$ cat src/rtl/fp_sign_pipe_pkg.sv
// Shared codes and field-position helpers for the FP sign-resolution pipe.
// Pure declarations; no state, no latency.
// No handshake here; consumers apply their own flow control.
package fp_sign_pipe_pkg;

    // Default single-precision field widths
    localparam int EXP_W_DEF = 8;
    localparam int MAN_W_DEF = 23;

    // Operation mode codes; code 3 is reserved and behaves as ADD/SUB
    localparam logic [1:0] MODE_ADDSUB = 2'd0;
    localparam logic [1:0] MODE_MUL    = 2'd1;
    localparam logic [1:0] MODE_DIV    = 2'd2;

    // Rounding mode codes
    localparam logic [2:0] RM_RNE = 3'd0;
    localparam logic [2:0] RM_RTZ = 3'd1;
    localparam logic [2:0] RM_RDN = 3'd2;
    localparam logic [2:0] RM_RUP = 3'd3;
    localparam logic [2:0] RM_RMM = 3'd4;

    // Operand layout is {sign, exponent, mantissa}
    function automatic int sign_pos(input int exp_w, input int man_w);
        return exp_w + man_w;
    endfunction

    function automatic int exp_msb(input int exp_w, input int man_w);
        return exp_w + man_w - 1;
    endfunction

    function automatic int exp_lsb(input int man_w);
        return man_w;
    endfunction

    // MUL and DIV share the sign rule; everything else is treated as ADD/SUB
    function automatic logic is_muldiv(input logic [1:0] mode);
        return (mode == MODE_MUL) || (mode == MODE_DIV);
    endfunction

endpackage

$ cat src/rtl/fp_sign_pipe_if.sv
// Operand/result bundle for fp_sign_pipe with valid/ready on both sides.
// Wires only; latency is defined by the connected unit.
// master drives operands and out_ready; slave (the unit) drives in_ready and results.
interface fp_sign_pipe_if #(
    parameter int EXP_W = 8,
    parameter int MAN_W = 23
);
    localparam int OP_W = 1 + EXP_W + MAN_W;

    logic             in_valid;
    logic             in_ready;
    logic [OP_W-1:0]  operand_x;
    logic [OP_W-1:0]  operand_y;
    logic             op_sub;
    logic [1:0]       mode;
    logic [2:0]       round_mode;
    logic             out_valid;
    logic             out_ready;
    logic             res_sign;
    logic             eff_sub;
    logic             swap;
    logic [EXP_W-1:0] exp_diff;
    logic             zero_result;

    modport master (
        output in_valid, operand_x, operand_y, op_sub, mode, round_mode, out_ready,
        input  in_ready, out_valid, res_sign, eff_sub, swap, exp_diff, zero_result
    );

    modport slave (
        input  in_valid, operand_x, operand_y, op_sub, mode, round_mode, out_ready,
        output in_ready, out_valid, res_sign, eff_sub, swap, exp_diff, zero_result
    );

endinterface

$ cat src/rtl/fp_sign_pipe_mag_cmp.sv
// Unsigned magnitude comparator: gt = (a > b), eq = (a == b).
// Combinational, zero latency.
// No handshake; the caller decides when the result is used.
module fp_mag_cmp #(
    parameter int W = 8
) (
    input  logic [W-1:0] a,
    input  logic [W-1:0] b,
    output logic         gt,
    output logic         eq
);

    logic [W:0] diff;

    // One extra bit catches the borrow; zero low bits means equal operands
    always_comb begin
        diff = {1'b0, a} - {1'b0, b};
        eq   = (diff[W-1:0] == '0);
        gt   = ~diff[W] & ~eq;
    end

endmodule

$ cat src/rtl/fp_sign_pipe.sv
// Sign resolution for FP add/sub/mul/div: effective op, swap, exponent distance, result sign.
// Two-cycle latency from accept to out_valid; one result per cycle when out_ready stays high.
// Stalls hold both stages; in_ready drops only when both stages are full and out_ready is low.
module fp_sign_pipe
    import fp_sign_pipe_pkg::*;
#(
    parameter int EXP_W = 8,
    parameter int MAN_W = 23
) (
    input  logic          clk,
    input  logic          rst_n,
    fp_sign_pipe_if.slave io
);

    localparam int S_POS = sign_pos(EXP_W, MAN_W);
    localparam int E_MSB = exp_msb(EXP_W, MAN_W);
    localparam int E_LSB = exp_lsb(MAN_W);

    // Operand field slices
    logic             sx_in, sy_in;
    logic [EXP_W-1:0] ex_in, ey_in;
    logic [MAN_W-1:0] mx_in, my_in;

    assign sx_in = io.operand_x[S_POS];
    assign sy_in = io.operand_y[S_POS];
    assign ex_in = io.operand_x[E_MSB:E_LSB];
    assign ey_in = io.operand_y[E_MSB:E_LSB];
    assign mx_in = io.operand_x[MAN_W-1:0];
    assign my_in = io.operand_y[MAN_W-1:0];

    // Stage 1 state
    logic             v1_q, v1_d;
    logic             sx_q, sx_d;
    logic             sy_eff_q, sy_eff_d;
    logic             eff_sub1_q, eff_sub1_d;
    logic             md_sign_q, md_sign_d;
    logic             exp_gt_q, exp_gt_d;
    logic             exp_eq_q, exp_eq_d;
    logic [EXP_W-1:0] exp_mag_q, exp_mag_d;
    logic [MAN_W-1:0] man_x_q, man_x_d;
    logic [MAN_W-1:0] man_y_q, man_y_d;
    logic [1:0]       mode_q, mode_d;
    logic [2:0]       rm_q, rm_d;

    // Stage 2 (output) state
    logic             v2_q, v2_d;
    logic             res_sign_q, res_sign_d;
    logic             eff_sub_q, eff_sub_d;
    logic             swap_q, swap_d;
    logic [EXP_W-1:0] exp_diff_q, exp_diff_d;
    logic             zero_q, zero_d;

    logic adv1, adv2;
    logic exp_gt, exp_eq;
    logic man_gt, man_eq;

    fp_mag_cmp #(.W(EXP_W)) u_exp_cmp (
        .a  (ex_in),
        .b  (ey_in),
        .gt (exp_gt),
        .eq (exp_eq)
    );

    fp_mag_cmp #(.W(MAN_W)) u_man_cmp (
        .a  (man_x_q),
        .b  (man_y_q),
        .gt (man_gt),
        .eq (man_eq)
    );

    // A stage may advance when it is empty or its successor advances
    always_comb begin
        adv2 = ~v2_q | io.out_ready;
        adv1 = ~v1_q | adv2;
    end

    assign io.in_ready    = adv1;
    assign io.out_valid   = v2_q;
    assign io.res_sign    = res_sign_q;
    assign io.eff_sub     = eff_sub_q;
    assign io.swap        = swap_q;
    assign io.exp_diff    = exp_diff_q;
    assign io.zero_result = zero_q;

    // Stage 1: exponent subtract/compare, effective operation, field capture
    always_comb begin
        logic [EXP_W:0] exp_sub;
        logic           md;
        logic           sy_eff;

        v1_d       = v1_q;
        sx_d       = sx_q;
        sy_eff_d   = sy_eff_q;
        eff_sub1_d = eff_sub1_q;
        md_sign_d  = md_sign_q;
        exp_gt_d   = exp_gt_q;
        exp_eq_d   = exp_eq_q;
        exp_mag_d  = exp_mag_q;
        man_x_d    = man_x_q;
        man_y_d    = man_y_q;
        mode_d     = mode_q;
        rm_d       = rm_q;

        exp_sub = {1'b0, ex_in} - {1'b0, ey_in};
        md      = is_muldiv(io.mode);
        sy_eff  = sy_in ^ io.op_sub;

        if (adv1) begin
            v1_d = io.in_valid;
            if (io.in_valid) begin
                sx_d       = sx_in;
                sy_eff_d   = md ? 1'b0 : sy_eff;
                eff_sub1_d = md ? 1'b0 : (sx_in ^ sy_eff);
                md_sign_d  = sx_in ^ sy_in;
                exp_gt_d   = exp_gt;
                exp_eq_d   = exp_eq;
                // Borrow set means Ey > Ex: negate to get the magnitude
                exp_mag_d  = exp_sub[EXP_W] ? ('0 - exp_sub[EXP_W-1:0]) : exp_sub[EXP_W-1:0];
                man_x_d    = mx_in;
                man_y_d    = my_in;
                mode_d     = io.mode;
                rm_d       = io.round_mode;
            end
        end
    end

    // Stage 2: mantissa tie-break, swap/cancellation detection, final sign select
    always_comb begin
        logic x_gt, mag_eq, y_gt;

        v2_d       = v2_q;
        res_sign_d = res_sign_q;
        eff_sub_d  = eff_sub_q;
        swap_d     = swap_q;
        exp_diff_d = exp_diff_q;
        zero_d     = zero_q;

        // Mantissa order only matters when exponents tie
        x_gt   = exp_gt_q | (exp_eq_q & man_gt);
        mag_eq = exp_eq_q & man_eq;
        y_gt   = ~x_gt & ~mag_eq;

        if (adv2) begin
            v2_d = v1_q;
            if (v1_q) begin
                if (is_muldiv(mode_q)) begin
                    res_sign_d = md_sign_q;
                    eff_sub_d  = 1'b0;
                    swap_d     = 1'b0;
                    exp_diff_d = '0;
                    zero_d     = 1'b0;
                end else begin
                    eff_sub_d  = eff_sub1_q;
                    swap_d     = y_gt;
                    exp_diff_d = exp_mag_q;
                    zero_d     = 1'b0;
                    if (!eff_sub1_q || x_gt) begin
                        res_sign_d = sx_q;
                    end else if (y_gt) begin
                        res_sign_d = sy_eff_q;
                    end else begin
                        // Exact cancellation: zero is negative only when rounding down
                        zero_d     = 1'b1;
                        res_sign_d = (rm_q == RM_RDN);
                    end
                end
            end
        end
    end

    // Pipeline registers; reset empties both stages and clears the outputs
    always_ff @(posedge clk or negedge rst_n) begin
        if (!rst_n) begin
            v1_q       <= 1'b0;
            sx_q       <= 1'b0;
            sy_eff_q   <= 1'b0;
            eff_sub1_q <= 1'b0;
            md_sign_q  <= 1'b0;
            exp_gt_q   <= 1'b0;
            exp_eq_q   <= 1'b0;
            exp_mag_q  <= '0;
            man_x_q    <= '0;
            man_y_q    <= '0;
            mode_q     <= MODE_ADDSUB;
            rm_q       <= RM_RNE;
            v2_q       <= 1'b0;
            res_sign_q <= 1'b0;
            eff_sub_q  <= 1'b0;
            swap_q     <= 1'b0;
            exp_diff_q <= '0;
            zero_q     <= 1'b0;
        end else begin
            v1_q       <= v1_d;
            sx_q       <= sx_d;
            sy_eff_q   <= sy_eff_d;
            eff_sub1_q <= eff_sub1_d;
            md_sign_q  <= md_sign_d;
            exp_gt_q   <= exp_gt_d;
            exp_eq_q   <= exp_eq_d;
            exp_mag_q  <= exp_mag_d;
            man_x_q    <= man_x_d;
            man_y_q    <= man_y_d;
            mode_q     <= mode_d;
            rm_q       <= rm_d;
            v2_q       <= v2_d;
            res_sign_q <= res_sign_d;
            eff_sub_q  <= eff_sub_d;
            swap_q     <= swap_d;
            exp_diff_q <= exp_diff_d;
            zero_q     <= zero_d;
        end
    end

endmodule

$ cat src/flat_wrapper.sv
// flat-port wrapper written by rule: the top's interface ports become plain ports
module fp_sign_pipe_flat import fp_sign_pipe_pkg::*;
#(
    parameter int EXP_W = 8,
    parameter int MAN_W = 23
)
  (clk, rst_n, io_in_valid, io_operand_x, io_operand_y, io_op_sub, io_mode, io_round_mode, io_out_ready, io_in_ready, io_out_valid, io_res_sign, io_eff_sub, io_swap, io_exp_diff, io_zero_result);
  fp_sign_pipe_if #(.EXP_W(EXP_W), .MAN_W(MAN_W)) io_i ();
  input  logic clk;
  input  logic rst_n;
  input wire logic [$bits(io_i.in_valid)-1:0] io_in_valid;
  input wire logic [$bits(io_i.operand_x)-1:0] io_operand_x;
  input wire logic [$bits(io_i.operand_y)-1:0] io_operand_y;
  input wire logic [$bits(io_i.op_sub)-1:0] io_op_sub;
  input wire logic [$bits(io_i.mode)-1:0] io_mode;
  input wire logic [$bits(io_i.round_mode)-1:0] io_round_mode;
  input wire logic [$bits(io_i.out_ready)-1:0] io_out_ready;
  output wire logic [$bits(io_i.in_ready)-1:0] io_in_ready;
  output wire logic [$bits(io_i.out_valid)-1:0] io_out_valid;
  output wire logic [$bits(io_i.res_sign)-1:0] io_res_sign;
  output wire logic [$bits(io_i.eff_sub)-1:0] io_eff_sub;
  output wire logic [$bits(io_i.swap)-1:0] io_swap;
  output wire logic [$bits(io_i.exp_diff)-1:0] io_exp_diff;
  output wire logic [$bits(io_i.zero_result)-1:0] io_zero_result;
  assign io_i.in_valid = io_in_valid;
  assign io_i.operand_x = io_operand_x;
  assign io_i.operand_y = io_operand_y;
  assign io_i.op_sub = io_op_sub;
  assign io_i.mode = io_mode;
  assign io_i.round_mode = io_round_mode;
  assign io_i.out_ready = io_out_ready;
  assign io_in_ready = io_i.in_ready;
  assign io_out_valid = io_i.out_valid;
  assign io_res_sign = io_i.res_sign;
  assign io_eff_sub = io_i.eff_sub;
  assign io_swap = io_i.swap;
  assign io_exp_diff = io_i.exp_diff;
  assign io_zero_result = io_i.zero_result;
  fp_sign_pipe #(.EXP_W(EXP_W), .MAN_W(MAN_W)) u_core (.clk(clk), .rst_n(rst_n), .io(io_i));
endmodule
$ cat config.mk
export PLATFORM = sky130hd
export DESIGN_NAME = fp_sign_pipe_flat
export DESIGN_NICKNAME = d
export VERILOG_FILES = /design/src/rtl/fp_sign_pipe_pkg.sv /design/src/rtl/fp_sign_pipe_if.sv /design/src/rtl/fp_sign_pipe_mag_cmp.sv /design/src/rtl/fp_sign_pipe.sv /design/src/flat_wrapper.sv
export SDC_FILE = /design/constraint.sdc
export NUM_CORES = 1
export LEC_CHECK = 0
export BUFFER_PORTS_ARGS = -buffer_cell sky130_fd_sc_hd__buf_2
export CAP_MARGIN = 20
export CELL_PAD_IN_SITES_DETAIL_PLACEMENT = 0
export CELL_PAD_IN_SITES_GLOBAL_PLACEMENT = 2
export CORE_AREA = 2 2 139 141
export DETAILED_ROUTE_END_ITERATION = 7
export DIE_AREA = 0 0 141 143
export PLACE_DENSITY_LB_ADDON = 0.1
export SYNTH_ARGS = -nofsm -noshare
export SYNTH_HDL_FRONTEND = slang
export SYNTH_HIERARCHICAL = 1
export SYNTH_SLANG_ARGS = --single-unit
$ cat constraint.sdc
create_clock -name clk -period 7.06 [get_ports clk]
set_input_delay 0.353 -clock clk [delete_from_list [all_inputs] [get_ports clk]]
set_output_delay 0.353 -clock clk [all_outputs]
set_load 0.05 [all_outputs]
==> impl_results.rst <==
.. list-table::
   :header-rows: 1

   * - Metric
     - Value
   * - Result of the run
     - completed
   * - Final Hold Fails
     - 0
   * - Switching power summed over all nets
     - 0.661 mW
   * - Residual DRC
     - 0
   * - Data arrival, critical path
     - 4.47 ns
   * - Number of input and output port buffers inserted
     - 87
   * - Total vias in the final route
     - 4,324
   * - Main combinational cell family by area after synthesis
     - compound AO/OA/AOI/OAI gates
   * - Synthesized-area fraction occupied by ao, oa, aoi and oai cells
     - 0.171
   * - Switching Fraction
     - 0.382
   * - Total global routing overflow
     - 0
   * - Starting Density
     - 0.287
   * - Skew final
     - 0.00766 ns
   * - Critical-path maximum fanout
     - 5
   * - Internal power summed over all cells
     - 1.07 mW
   * - Floorplan row count
     - 50
   * - Area share of and/or/nand/nor cells after synthesis
     - 0.147
   * - YS warnings
     - 6
   * - Postcts setup bufs
     - 0
   * - Clock Sink Count
     - 79
   * - CP startpoint kind
     - flip-flop
   * - Fmax
     - 236 MHz
   * - Die span in y
     - 143 um
   * - Share of the yosys chip area belonging to registers
     - 0.370
   * - Syn nets
     - 662
   * - DIE WIDTH
     - 141 um
   * - Gate Count Post-Synth
     - 547
   * - Flip-flop and latch count after synthesis
     - 79
   * - Adder-Cell Fraction of Synth Area
     - 0.0975
   * - Post-Syn Area
     - 5340 sq um
   * - Cell at the root of the clock tree
     - clkbuf_16
   * - Total setup violations reported at the end of the flow
     - 0
   * - Final setup TNS
     - 0 ns
   * - Critical Path Sink Type
     - flip-flop
   * - Tightest Pin Transition
     - 0.745 ns
   * - Worst setup slack before clock tree synthesis
     - 2.88 ns
   * - Post-layout utilization of the core
     - 0.341
   * - Floorplan die area
     - 20,200 sq um
   * - Share of power burned in registers
     - 0.331
   * - Number of antenna violations at the first check in global routing
     - 2
   * - DR iter-0 viols
     - 204
   * - Clock latency on the worst-skew pair
     - 0.34 ns
   * - Comb power frac
     - 0.409
   * - Maximum root-to-sink buffer count
     - 2
   * - Vias in the first global route
     - 4,543
   * - Post-detailed-placement half-perimeter wirelength
     - 11,000 um
   * - CP Class
     - flip-flop to flip-flop
   * - GRT busiest layer
     - met2
   * - # IOs
     - 88
   * - Routed wire length
     - 14,100 um
   * - Met3 track utilization from global routing
     - 0.0426
   * - Clock tree from TritonCTS
     - built
   * - Gates resized, CTS repair
     - 0
   * - Area growth from synthesis to final layout
     - 18.7%
   * - Power share of the clock group
     - 0.260
   * - Mapped Avg Cell Area
     - 9.76 sq um
   * - RePlAce Congestion
     - 0.834
   * - Dominant register cell in the synthesized netlist
     - dfrtp_1
   * - Share of cells above drive strength 1
     - 0.272
   * - Netlist cell types
     - 66
   * - Number of enable flip-flop cells after synthesis
     - 0
   * - Pin count of the biggest net entering global routing
     - 80
   * - Final setup slack of the worst path
     - 2.82 ns
   * - Deepest level of the CTS H-tree
     - 3
   * - Number of maximum-capacitance constraint violations
     - 0
   * - Xor and xnor fraction of the mapped netlist area
     - 0.0394
   * - Average wire per cell in the routed design
     - 16.1 um
   * - Met2 capacity usage during global routing
     - 0.256
   * - Std-Cell Core Area
     - 18,600 sq um
   * - TritonRoute pass-1 iters
     - 4
   * - Post-route antenna net violation count
     - 0
   * - Share of flip-flops with an asynchronous set or reset after synthesis
     - 1.00
   * - Leak Pwr
     - 3.00 nW
   * - R2R setup slack
     - 2.82 ns
   * - Clock transition at the register clock pins on the worst setup and hold paths after CTS
     - 0.06 ns
   * - Required time of the worst setup path
     - 7.29 ns
   * - Crit share post-route
     - 0.600
   * - Worst slew margin relative to its limit
     - 0.501
   * - Number of CTS-inserted buffers
     - 9
   * - Final critical delay including setup and external delays
     - 4.24 ns
   * - Vias per cell
     - 4.94
   * - RSZ-0062 raised after global routing
     - no
   * - Peak supply drop
     - 0.193 mV
   * - Pins Over Slew Limit
     - 0
   * - Worst hold path type
     - primary input to flip-flop
   * - GR Util All Layers
     - 0.144
   * - Layout net count
     - 750
   * - Global-route wire length before repair
     - 22,700 um
   * - Post-synthesis mux area share
     - 0.124
   * - Met1 Track Usage GR
     - 0.165
   * - Power density normalized to cell area
     - 274 nW/um^2
==> stage by stage <==
step / cell area, sq um / instances / hold slack [ns] / power, mW
CTS: 6290 / 871 / 0.206 / 1.76
detailed placement: 6010 / 856 / 0.462 / 1.29
finish: 6330 / 875 / 0.225 / 1.73
global route: 6330 / 873 / 0.219 / 1.86
floorplan: 5340 / 547 / 0.0574 / 1.10
global placement: 6010 / 856 / 0.456 / 1.29
==> worst paths after layout <==
kind                              startpoint                 end  depth (start not counted)
max                        u_core/man_x_q[1]  u_core/io.res_sign                         14
min                              io_in_valid         u_core/v1_q                          2
max reg2reg                u_core/man_x_q[1]  u_core/io.res_sign                         14
min reg2reg                 u_core/md_sign_q    u_core/md_sign_q                          2
max in group asynchronous              rst_n  u_core/man_x_q[16]                          3
min in group asynchronous              rst_n   u_core/man_x_q[4]                          2
==> flip-flops by register name, indices dropped and copies added (netlist names), 2 cells and up <==
name                flops
u_core/man_x_q         23
u_core/man_y_q         23
u_core/exp_mag_q        8
u_core/io.exp_diff      8
u_core/rm_q             3
u_core/mode_q           2
==> cell usage in the layout (no fill, tap or decap), types with 3 or more instances in the layout <==
cell type  synthesis  routed
nor2b_1            7       7
xnor2_1           14      14
o21ai_0           27      27
a31oi_1            6       6
nor3_1             8       8
a22o_1             9       9
ha_1              40      40
o31ai_1            4       4
nand3_1           12      12
mux2_2            55      55
nand2_1           34      34
nand3b_1           3       3
nand2b_1          16      16
a211o_1            3       3
or3_1              3       3
and3_1             5       5
mux2i_1            4       4
a21o_1            11      11
o21ai_1            5       5
nor2_1            26      26
dfrtp_1           79      79
nand4_1            7       7
inv_1             55      55
nor4_1             3       3
o211ai_1           3       3
a21oi_1           24      24
buf_2              4      86
clkbuf_16          0       9
xor2_1            10      10
and2_1             6       5
a211oi_1           6       6
or4_1              3       3
o2111a_1           4       4
==> power by group through the flow <==
stage          clock (mW)  sequential [mW]  combinational (mW)
6_report            0.451            0.573               0.708
5_1_grt             0.487            0.585               0.784
4_1_cts             0.473            0.576               0.711
3_5_place_dp            0            0.583               0.707
3_3_place_gp            0            0.581               0.713
2_1_floorplan           0            0.633               0.463
==> logic make-up (layout without fill, tap and decap cells) <==
group,after synthesis,after routing
xor+xnor,24,24
flops,79,79
other cells,0,2
buf+inv,68,160
fa+ha+maj,41,41
compound gates,130,130
simple gates,146,146
mux,59,59
==> worst max-delay path, stage by stage, from the launching register on <==
cell and delay, ns:
dfrtp_1 0.38, ha_1 0.31, nor2b_4 0.15, o2111a_1 0.26, or4_4 0.54, a41oi_1 0.45
mux2i_1 0.23, o21ai_1 0.08, nor4_1 0.22, and4_1 0.34, a21oi_1 0.08, a211oi_1 0.34
mux2_2 0.38, o2111a_1 0.23, a21o_1 0.15
==> cell type report <==
class / count / area (sq um)
clock buffers: 11 / 253
inverters: 55 / 206
clock inverters: 4 / 30.0
multi-input cells: 400 / 3090
flip-flops and latches: 79 / 1980
diodes: 2 / 5.00
fillers: 1944 / 12200
well taps: 234 / 293
repair buffers: 90 / 483
==> cells in the mapped netlist (all sizes together), types with 2 or more instances <==
| cell type | count | area [sq um] |
|---|---|---|
| or4 | 4 | 33.8 |
| nor3 | 8 | 40.0 |
| nand2b | 16 | 100 |
| ha | 40 | 500 |
| xnor2 | 14 | 123 |
| nand2 | 35 | 134 |
| o211ai | 3 | 22.5 |
| a211oi | 7 | 57.6 |
| nor2b | 8 | 57.6 |
| a31o | 3 | 26.3 |
| o311ai | 3 | 26.3 |
| clkbuf | 7 | 26.3 |
| o221ai | 2 | 17.5 |
| o2111a | 4 | 45.0 |
| xor2 | 10 | 87.6 |
| mux2i | 4 | 40.0 |
| nor2 | 26 | 97.6 |
| nor4 | 3 | 18.8 |
| o21ai | 32 | 160 |
| and2 | 7 | 45.1 |
| nand3 | 12 | 60.1 |
| a211o | 3 | 26.3 |
| nand3b | 3 | 22.5 |
| and4 | 2 | 17.5 |
| o31ai | 5 | 42.5 |
| a221oi | 3 | 32.5 |
| a22oi | 2 | 15.0 |
| a21oi | 24 | 120 |
| and3 | 5 | 31.3 |
| o21bai | 3 | 26.3 |
| a31oi | 6 | 37.5 |
| or3 | 6 | 48.8 |
| mux2 | 55 | 619 |
| a21o | 13 | 100 |
| a22o | 9 | 78.8 |
| dfrtp | 79 | 1980 |
| nor3b | 2 | 15.0 |
| inv | 55 | 206 |
| nand4 | 7 | 43.8 |
| buf | 6 | 42.5 |
==> per-layer routing <==
| metal | wire length [um] | share of wire |
|---|---|---|
| met1 | 5930 | 0.42 |
| met2 | 7230 | 0.51 |
| met3 | 682 | 0.048 |
| met4 | 263 | 0.019 |
| met5 | 13 | 0.00092 |
==> what timing repair did <==
action | in CTS | in global routing
hold buffers | 0 | 1
hold endpoints to repair | 0 | 12
endpoints found under the setup margin | 0 | 0
No activity file was read; power rests on OpenSTA's default activity.
